### src/rtl/sa_cache_pkg.sv
// rtl/sa_cache_pkg.sv - shared cache geometry, derived line/beat sizes and miss FSM states
//   Provides default field widths for the 4-way set-associative cache, the derived
//   line/beat sizes, and the miss-sequencer state enum.
package sa_cache_pkg;

  localparam int SA_ADDRESS_WIDTH   = 32;
  localparam int SA_TAG_BITS        = 18;
  localparam int SA_INDEX_BITS      = 8;
  localparam int SA_OFFSET_BITS     = 6;
  localparam int SA_LINE_SIZE_BYTES = 64;
  localparam int SA_MEM_BUS_BYTES   = 8;

  localparam int LINE_SIZE_BITS = SA_LINE_SIZE_BYTES * 8;
  localparam int BEATS          = SA_LINE_SIZE_BYTES / SA_MEM_BUS_BYTES;
  localparam int BEAT_CNT_W     = $clog2(BEATS);

  typedef enum logic [2:0] {
    ST_IDLE,
    ST_WB,
    ST_RD_REQ,
    ST_RD_DATA,
    ST_FILL
  } miss_state_t;

endpackage

### src/rtl/sa_cache_miss_ctrl_line_beat_buffer.sv
// rtl/sa_cache_miss_ctrl_line_beat_buffer.sv - line buffer with whole-line load, beat write and beat read
//   Ports: clk, rst (async, active-high); load_en/load_line capture a full line;
//   wr_en/wr_idx/wr_data write one beat slot; rd_idx/rd_data read one beat;
//   line presents the whole buffer. Load has priority over a beat write.
module line_beat_buffer
  import sa_cache_pkg::*;
#(
  parameter int N_BEATS   = BEATS,
  parameter int BEAT_BITS = SA_MEM_BUS_BYTES * 8
) (
  input  logic                           clk,
  input  logic                           rst,
  input  logic                           load_en,
  input  logic [N_BEATS*BEAT_BITS-1:0]   load_line,
  input  logic                           wr_en,
  input  logic [$clog2(N_BEATS)-1:0]     wr_idx,
  input  logic [BEAT_BITS-1:0]           wr_data,
  input  logic [$clog2(N_BEATS)-1:0]     rd_idx,
  output logic [BEAT_BITS-1:0]           rd_data,
  output logic [N_BEATS*BEAT_BITS-1:0]   line
);

  logic [N_BEATS*BEAT_BITS-1:0] line_q;

  always_ff @(posedge clk or posedge rst) begin
    if (rst) begin
      line_q <= '0;
    end else if (load_en) begin
      line_q <= load_line;
    end else if (wr_en) begin
      line_q[wr_idx*BEAT_BITS +: BEAT_BITS] <= wr_data;
    end
  end

  // Beat 0 occupies the least significant bits of the line.
  assign rd_data = line_q[rd_idx*BEAT_BITS +: BEAT_BITS];
  assign line    = line_q;

endmodule

### src/rtl/sa_cache_miss_ctrl.sv
// rtl/sa_cache_miss_ctrl.sv - cache miss sequencer: dirty-victim write-back, line fetch, single-cycle fill
//   Inputs : clk, rst (async, active-high), i_miss/i_miss_addr, i_victim_dirty/tag/line,
//            i_mem_ack, i_mem_rvalid, i_mem_rdata
//   Outputs: o_mem_req/we/addr/wdata (memory bus), o_fill_valid/o_fill_line, o_busy
//   Optional macro MISS_CTRL_PERF_EN adds o_miss_count and o_wb_count.
module sa_cache_miss_ctrl
  import sa_cache_pkg::*;
#(
  parameter int ADDRESS_WIDTH   = SA_ADDRESS_WIDTH,
  parameter int TAG_BITS        = SA_TAG_BITS,
  parameter int INDEX_BITS      = SA_INDEX_BITS,
  parameter int OFFSET_BITS     = SA_OFFSET_BITS,
  parameter int LINE_SIZE_BYTES = SA_LINE_SIZE_BYTES,
  parameter int MEM_BUS_BYTES   = SA_MEM_BUS_BYTES
) (
  input  logic                         clk,
  input  logic                         rst,
  input  logic                         i_miss,
  input  logic [ADDRESS_WIDTH-1:0]     i_miss_addr,
  input  logic                         i_victim_dirty,
  input  logic [TAG_BITS-1:0]          i_victim_tag,
  input  logic [LINE_SIZE_BYTES*8-1:0] i_victim_line,
  output logic                         o_mem_req,
  output logic                         o_mem_we,
  output logic [ADDRESS_WIDTH-1:0]     o_mem_addr,
  output logic [MEM_BUS_BYTES*8-1:0]   o_mem_wdata,
  input  logic                         i_mem_ack,
  input  logic                         i_mem_rvalid,
  input  logic [MEM_BUS_BYTES*8-1:0]   i_mem_rdata,
  output logic                         o_fill_valid,
  output logic [LINE_SIZE_BYTES*8-1:0] o_fill_line,
  output logic                         o_busy
`ifdef MISS_CTRL_PERF_EN
  ,
  output logic [31:0]                  o_miss_count,
  output logic [31:0]                  o_wb_count
`endif
);

  localparam int LINE_BITS = LINE_SIZE_BYTES * 8;
  localparam int BUS_BITS  = MEM_BUS_BYTES * 8;
  localparam int N_BEATS   = LINE_SIZE_BYTES / MEM_BUS_BYTES;
  localparam int CNT_W     = $clog2(N_BEATS);
  localparam int BUS_SHIFT = $clog2(MEM_BUS_BYTES);
  localparam logic [CNT_W-1:0] LAST_BEAT = CNT_W'(N_BEATS - 1);

  miss_state_t                state_q, state_d;
  logic [CNT_W-1:0]           beat_q, beat_d;
  logic [ADDRESS_WIDTH-1:0]   line_base_q;
  logic [TAG_BITS-1:0]        victim_tag_q;
  logic                       holdoff_q;
  logic [LINE_BITS-1:0]       fill_hold_q;
  logic                       victim_load, fill_wr;
  logic [BUS_BITS-1:0]        victim_beat;
  logic [LINE_BITS-1:0]       fill_line;
  logic [LINE_BITS-1:0]       victim_line_unused;
  logic [BUS_BITS-1:0]        fill_beat_unused;
  logic [OFFSET_BITS-1:0]     miss_offset_unused;
  logic [OFFSET_BITS-1:0]     beat_offset;
  logic [INDEX_BITS-1:0]      line_index;

  assign miss_offset_unused = i_miss_addr[OFFSET_BITS-1:0];
  assign beat_offset        = OFFSET_BITS'(beat_q) << BUS_SHIFT;
  assign line_index         = line_base_q[OFFSET_BITS +: INDEX_BITS];

  line_beat_buffer #(.N_BEATS(N_BEATS), .BEAT_BITS(BUS_BITS)) u_victim_buf (
    .clk       (clk),
    .rst       (rst),
    .load_en   (victim_load),
    .load_line (i_victim_line),
    .wr_en     (1'b0),
    .wr_idx    ('0),
    .wr_data   ('0),
    .rd_idx    (beat_q),
    .rd_data   (victim_beat),
    .line      (victim_line_unused)
  );

  line_beat_buffer #(.N_BEATS(N_BEATS), .BEAT_BITS(BUS_BITS)) u_fill_buf (
    .clk       (clk),
    .rst       (rst),
    .load_en   (1'b0),
    .load_line ('0),
    .wr_en     (fill_wr),
    .wr_idx    (beat_q),
    .wr_data   (i_mem_rdata),
    .rd_idx    ('0),
    .rd_data   (fill_beat_unused),
    .line      (fill_line)
  );

  always_ff @(posedge clk or posedge rst) begin
    if (rst) begin
      state_q      <= ST_IDLE;
      beat_q       <= '0;
      line_base_q  <= '0;
      victim_tag_q <= '0;
      holdoff_q    <= 1'b0;
      fill_hold_q  <= '0;
    end else begin
      state_q   <= state_d;
      beat_q    <= beat_d;
      // The cache drops i_miss on the fill edge, so the first IDLE cycle still sees it high.
      holdoff_q <= (state_q == ST_FILL);
      if (victim_load) begin
        line_base_q  <= {i_miss_addr[ADDRESS_WIDTH-1:OFFSET_BITS], {OFFSET_BITS{1'b0}}};
        victim_tag_q <= i_victim_tag;
      end
      // Keeps the last filled line visible while the fill buffer is reused.
      if (state_q == ST_FILL) fill_hold_q <= fill_line;
    end
  end

  always_comb begin
    state_d      = state_q;
    beat_d       = beat_q;
    o_mem_req    = 1'b0;
    o_mem_we     = 1'b0;
    o_mem_addr   = '0;
    o_mem_wdata  = '0;
    o_fill_valid = 1'b0;
    victim_load  = 1'b0;
    fill_wr      = 1'b0;
    unique case (state_q)
      ST_IDLE: begin
        if (i_miss && !holdoff_q) begin
          victim_load = 1'b1;
          beat_d      = '0;
          state_d     = i_victim_dirty ? ST_WB : ST_RD_REQ;
        end
      end
      ST_WB: begin
        o_mem_req   = 1'b1;
        o_mem_we    = 1'b1;
        o_mem_addr  = {victim_tag_q, line_index, beat_offset};
        o_mem_wdata = victim_beat;
        if (i_mem_ack) begin
          if (beat_q == LAST_BEAT) begin
            beat_d  = '0;
            state_d = ST_RD_REQ;
          end else begin
            beat_d = beat_q + CNT_W'(1);
          end
        end
      end
      ST_RD_REQ: begin
        o_mem_req  = 1'b1;
        o_mem_addr = line_base_q;
        if (i_mem_ack) state_d = ST_RD_DATA;
      end
      ST_RD_DATA: begin
        if (i_mem_rvalid) begin
          fill_wr = 1'b1;
          if (beat_q == LAST_BEAT) begin
            beat_d  = '0;
            state_d = ST_FILL;
          end else begin
            beat_d = beat_q + CNT_W'(1);
          end
        end
      end
      ST_FILL: begin
        o_fill_valid = 1'b1;
        state_d      = ST_IDLE;
      end
      default: state_d = ST_IDLE;
    endcase
  end

  assign o_fill_line = (state_q == ST_FILL) ? fill_line : fill_hold_q;
  assign o_busy      = (state_q != ST_IDLE);

`ifdef MISS_CTRL_PERF_EN
  logic [31:0] miss_count_q, wb_count_q;

  always_ff @(posedge clk or posedge rst) begin
    if (rst) begin
      miss_count_q <= '0;
      wb_count_q   <= '0;
    end else begin
      if (state_q == ST_IDLE && state_d != ST_IDLE) miss_count_q <= miss_count_q + 32'd1;
      if (state_q != ST_WB && state_d == ST_WB)     wb_count_q   <= wb_count_q + 32'd1;
    end
  end

  assign o_miss_count = miss_count_q;
  assign o_wb_count   = wb_count_q;
`endif

endmodule

### config.mk
export PLATFORM = sky130hd
export DESIGN_NAME = sa_cache_miss_ctrl
export DESIGN_NICKNAME = d
export VERILOG_FILES = /design/src/rtl/sa_cache_pkg.sv /design/src/rtl/sa_cache_miss_ctrl_line_beat_buffer.sv /design/src/rtl/sa_cache_miss_ctrl.sv
export SDC_FILE = /design/constraint.sdc
export NUM_CORES = 2
export LEC_CHECK = 0
export ABC_AREA = 0
export CORE_AREA = 3 3 479 481
export DETAILED_ROUTE_END_ITERATION = 12
export DIE_AREA = 0 0 482 484
export SYNTH_ARGS = -nofsm -noshare
export SYNTH_HDL_FRONTEND = slang
export SYNTH_SLANG_ARGS = --single-unit
### constraint.sdc
create_clock -name clk -period 72.1 [get_ports clk]
set_clock_uncertainty 0.05 [all_clocks]
set_input_delay 14.42 -clock clk [delete_from_list [all_inputs] [get_ports clk]]
set_output_delay 14.42 -clock clk [all_outputs]
set_load 0.005 [all_outputs]
==> flow_results.org <==
** GRT
- Final global-route overflow total :: 0
- Number of antenna violations at the first check in global routing :: 102
- The number of global-route vias before repair came to 41800.
- First-pass GRT wire length :: 329000 um
- In the global route stage, overall resource usage came out at 19.7%.
- Pin count of the biggest net entering global routing :: 166

** CTS
- Clk sinks :: 1587
- Total of cells resized after clock tree synthesis :: 0
- CTS H-tree lvls :: 4
- CTS clock-pin slew for the worst setup and hold paths :: 0.06 ns
- Clock buffers created by TritonCTS :: 177
- Post CTS Setup Buffer Count :: 0
- Clock tree from TritonCTS :: built
- Maximum clock path buffer count :: 3
- Number of buffers added to fix hold violations after cts :: 0
- The root buffer cell chosen for the clock tree is sky130_fd_sc_hd__clkbuf_16.
- Clock latency on the worst-skew pair, taken at its later pin, is 0.85 ns.

** Placement
- Prior to clock tree synthesis, the placed netlist has a worst setup slack of 51.92 ns.
- Routability-driven placement finished with a final weighted congestion of 0.890.
- Input and output buffers added on the ports amount to 1234.
- The HPWL after detailed placement is 175000 um.

** Synth
- The synthesized design spends more area on one cell type than any other, namely sky130_fd_sc_hd__dfrtp_1.
- Synth top area cells :: sky130_fd_sc_hd__dfrtp_1 59%, sky130_fd_sc_hd__mux2_2 17%, sky130_fd_sc_hd__mux2_4 11%, sky130_fd_sc_hd__mux4_2 4.3%, sky130_fd_sc_hd__buf_12 1.6%
- Most common cell in the netlist :: sky130_fd_sc_hd__dfrtp_1
- Number of flops mapped to enable cells by yosys :: 0
- Mean area per synthesized cell :: 16.7 um2
- Mapped Cells :: 4023
- Proportion of netlist area held by the largest area contributor :: 59.0%
- The synthesized design contains 1587 register bits.
- For this run, the register share of the synthesized area comes to 59.0%.
- Sorting the synthesized cells by how often they occur yields 1587 x sky130_fd_sc_hd__dfrtp_1, 1017 x sky130_fd_sc_hd__mux2_2, 500 x sky130_fd_sc_hd__mux2_4.
- Unique cell type count in the Yosys netlist :: 45
- Of all flip-flops after synthesis, the portion carrying an async set or reset was 100%.
- Yosys printed 0 warnings.
- Most used flip-flop cell after synthesis :: sky130_fd_sc_hd__dfrtp_1
- Cell Area, Synth :: 0.0673 mm2

** Outcome
- Status :: completed

** Worst setup path
- For the worst setup path, the data arrival time is 5.93 ns.
- Data required time of the worst path :: 57.63 ns
- By startpoint and endpoint, the worst setup path is classified as flop to output port.
- STA classifies the critical path startpoint as a flop.
- Category of the worst setup path capture point :: output port
- Maximum fanout encountered on the critical timing path :: 70

** Floorplan
- The floorplan step set the die width to 482 um.
- The die is 484 um tall.
- Row count :: 174
- Starting Density :: 29.9%
- Full die area :: 0.233 mm2
- Std-Cell Core Area :: 0.225 mm2
- Pin placement for this block handled 1244 I/O pins.

** Route
- The detailed router put a total of 87700 um of wire on met1.
- Detailed routing inserted a total of 39500 vias.
- The count of nets left with antenna violations once routing finished came out at 0.
- After detailed routing, the met3 layer carries 19900 um of wire.
- First-pass iteration count of the detailed router :: 5
- Top layer reached by signal wires :: met5
- After detailed routing, the met2 layer carries 119000 um of wire.
- Count of unresolved DRC violations after routing :: 0
- In this run, the number of DRC markers left after iteration 0 of detailed routing was 2275.
- Final routed wirelength across all metal layers :: 236000 um
- After detailed routing, the number of vias per cell comes to 4.68.
- WL/cell :: 28.0 um

** Finish
- Final-layout fill cell count :: 21000
- Area growth from synthesis to layout :: 30.9%
- Layout net count :: 5893
- Share of layout cells above drive strength 1 :: 37.4%

** STA
- The final max-slew violation count is 0.
- Share of the clock period used by the worst path after layout :: 28.3%
- Subtracting the final worst setup slack from the clock period gives 20.40 ns.
- Setup violations remaining at the end of the flow were counted as 0.
- Adding up every negative setup slack in the final design gives 0 ns.
- Measured against its own limit, the worst slew margin works out to 26.1%.
- For the pin with the worst max-slew slack, the measured transition is 1.11 ns.
- Setup repair after global routing left no endpoint under its margin.
- The hold violation total from the final report was 0.
- Timing would allow up to 0.0490 GHz.
- Worst Slack Setup Final :: 51.70 ns

** Pwr
- The analysis attributes to net switching a power of 1.00 mW.
- Net switching share of the total power :: 30.8%
- Cell-internal power :: 2.24 mW
- In this run, flip-flops and latches consume 40.7% of the power.
- Pwr per Cell Area :: 36.8 mW/mm2
- Combinational Power Share :: 30.9%
- Leak Pwr :: 40.4 nW
- Max IR drop VDD :: 0.0000240 V
- Relative contribution of the clock network to total power :: 28.4%

** Flow run
- Max-capacitance violation count :: 0

** Min path
- Min-Delay Path Class :: flop to flop
-- logic make-up after synthesis --
family,Yosys count,share of synthesized area (%)
simple gates,303,2.68
other cells,1,0.00557
buf+inv,323,3.58
compound gates,92,1.20
xor+xnor,1,0.0130
fa+ha+maj,7,0.130
mux,1709,33.4
flops,1587,59.0
-- cells in the final DEF, fill, tap and decap left out, types with 3 or more instances in the layout --
| master | synthesis | layout |
|---|---|---|
| sky130_fd_sc_hd__conb_1 | 1 | 3 |
| sky130_fd_sc_hd__clkdlybuf4s50_1 | 0 | 1234 |
| sky130_fd_sc_hd__ha_1 | 7 | 6 |
| sky130_fd_sc_hd__and3_1 | 34 | 34 |
| sky130_fd_sc_hd__bufinv_16 | 0 | 7 |
| sky130_fd_sc_hd__mux2i_1 | 64 | 64 |
| sky130_fd_sc_hd__nor3b_2 | 3 | 3 |
| sky130_fd_sc_hd__clkinv_16 | 0 | 13 |
| sky130_fd_sc_hd__and2_1 | 171 | 169 |
| sky130_fd_sc_hd__mux2_4 | 500 | 500 |
| sky130_fd_sc_hd__buf_12 | 55 | 4 |
| sky130_fd_sc_hd__mux2_2 | 1017 | 1017 |
| sky130_fd_sc_hd__clkbuf_8 | 0 | 44 |
| sky130_fd_sc_hd__clkbuf_1 | 43 | 45 |
| sky130_fd_sc_hd__dfrtp_1 | 1587 | 1585 |
| sky130_fd_sc_hd__clkbuf_16 | 0 | 177 |
| sky130_fd_sc_hd__buf_4 | 22 | 66 |
| sky130_fd_sc_hd__diode_2 | 0 | 44 |
| sky130_fd_sc_hd__clkinv_4 | 0 | 3 |
| sky130_fd_sc_hd__clkinv_2 | 0 | 25 |
| sky130_fd_sc_hd__nor2_1 | 3 | 3 |
| sky130_fd_sc_hd__nand3_4 | 0 | 4 |
| sky130_fd_sc_hd__mux4_2 | 128 | 128 |
| sky130_fd_sc_hd__inv_1 | 69 | 68 |
| sky130_fd_sc_hd__a22o_1 | 82 | 82 |
| sky130_fd_sc_hd__clkinvlp_4 | 0 | 4 |
| sky130_fd_sc_hd__nor4b_2 | 0 | 3 |
| sky130_fd_sc_hd__nand2_1 | 64 | 64 |
-- worst max-delay path: stages (launching register included) --
cell and delay, ns:
sky130_fd_sc_hd__dfrtp_1 0.54, sky130_fd_sc_hd__inv_1 0.14, sky130_fd_sc_hd__nor3_2 0.12, sky130_fd_sc_hd__buf_4 0.57, sky130_fd_sc_hd__buf_4 0.84, sky130_fd_sc_hd__buf_4 0.87
sky130_fd_sc_hd__buf_4 0.72, sky130_fd_sc_hd__mux2_2 0.42, sky130_fd_sc_hd__clkdlybuf4s50_1 0.55
-- path summary, 6_finish.rpt --
check                               startpoint                     end  slack [ns]  depth (start not counted)
hold reg to reg            u_fill_buf.line[84]         fill_hold_q[84]        0.43                          1
min in group asynchronous                  rst    u_fill_buf.line[201]       14.11                          2
setup reg to reg                    state_q[1]  u_victim_buf.line[272]       65.75                          8
max in group asynchronous                  rst  u_victim_buf.line[320]       54.03                          6
setup / recovery                    state_q[2]        o_fill_line[200]       51.70                          8
hold / removal             u_fill_buf.line[84]         fill_hold_q[84]        0.43                          1
-- stage by stage --
| stage | util [%] | std cells | power [mW] | instance area (um2) | hold WS (ns) |
|---|---|---|---|---|---|
| global placement | 36.4 | 8067 | 2.33 | 82000 | 0.430 |
| global route | 39.1 | 8419 | 3.40 | 88100 | 0.454 |
| floorplan | - | 4025 | 1.93 | 67300 | 0.422 |
| detailed placement | 36.4 | 8067 | 2.35 | 82000 | 0.433 |
| finish | 39.2 | 8433 | 3.24 | 88100 | 0.427 |
| CTS | 39.1 | 8389 | 3.29 | 88000 | 0.418 |
-- power by group through the flow --
stage | Combinational (mW) | Sequential, mW | Clock (mW)
final | 1.00 | 1.32 | 0.921
after global routing | 1.07 | 1.35 | 0.983
after CTS | 1.03 | 1.32 | 0.946
after detailed placement | 1.02 | 1.33 | 0
after global placement | 1.01 | 1.32 | 0
after floorplan | 0.664 | 1.26 | 0
-- metal layers --
metal | global-route usage (%) | up-vias
met2 | 34.1 | 1275
met3 | 7.15 | 413
li1 | - | 16900
met5 | 0 | -
met4 | 7.57 | 52
met1 | 22.1 | 20900
-- final cells by class --
type	instances	area, um2	area share [%]
Antenna cell	44	110	0.125
Clock buffer	266	5200	5.90
Clock inverter	56	840	0.953
Inverter	69	267	0.302
Multi-Input combinational cell	2115	25300	28.7
Sequential cell	1587	39700	45.1
Tap cell	2992	3740	4.25
Timing Repair Buffer	1304	12900	14.7
-- registers in the layout, summed over array words and instances, names as in the netlist --
name	count
u_victim_buf.line	512
state_q	3
victim_tag_q	18
line_base_q	26
u_fill_buf.line	512
fill_hold_q	512
beat_q	3
holdoff_q	1
Note: power is estimated with default switching activity, not from simulation.
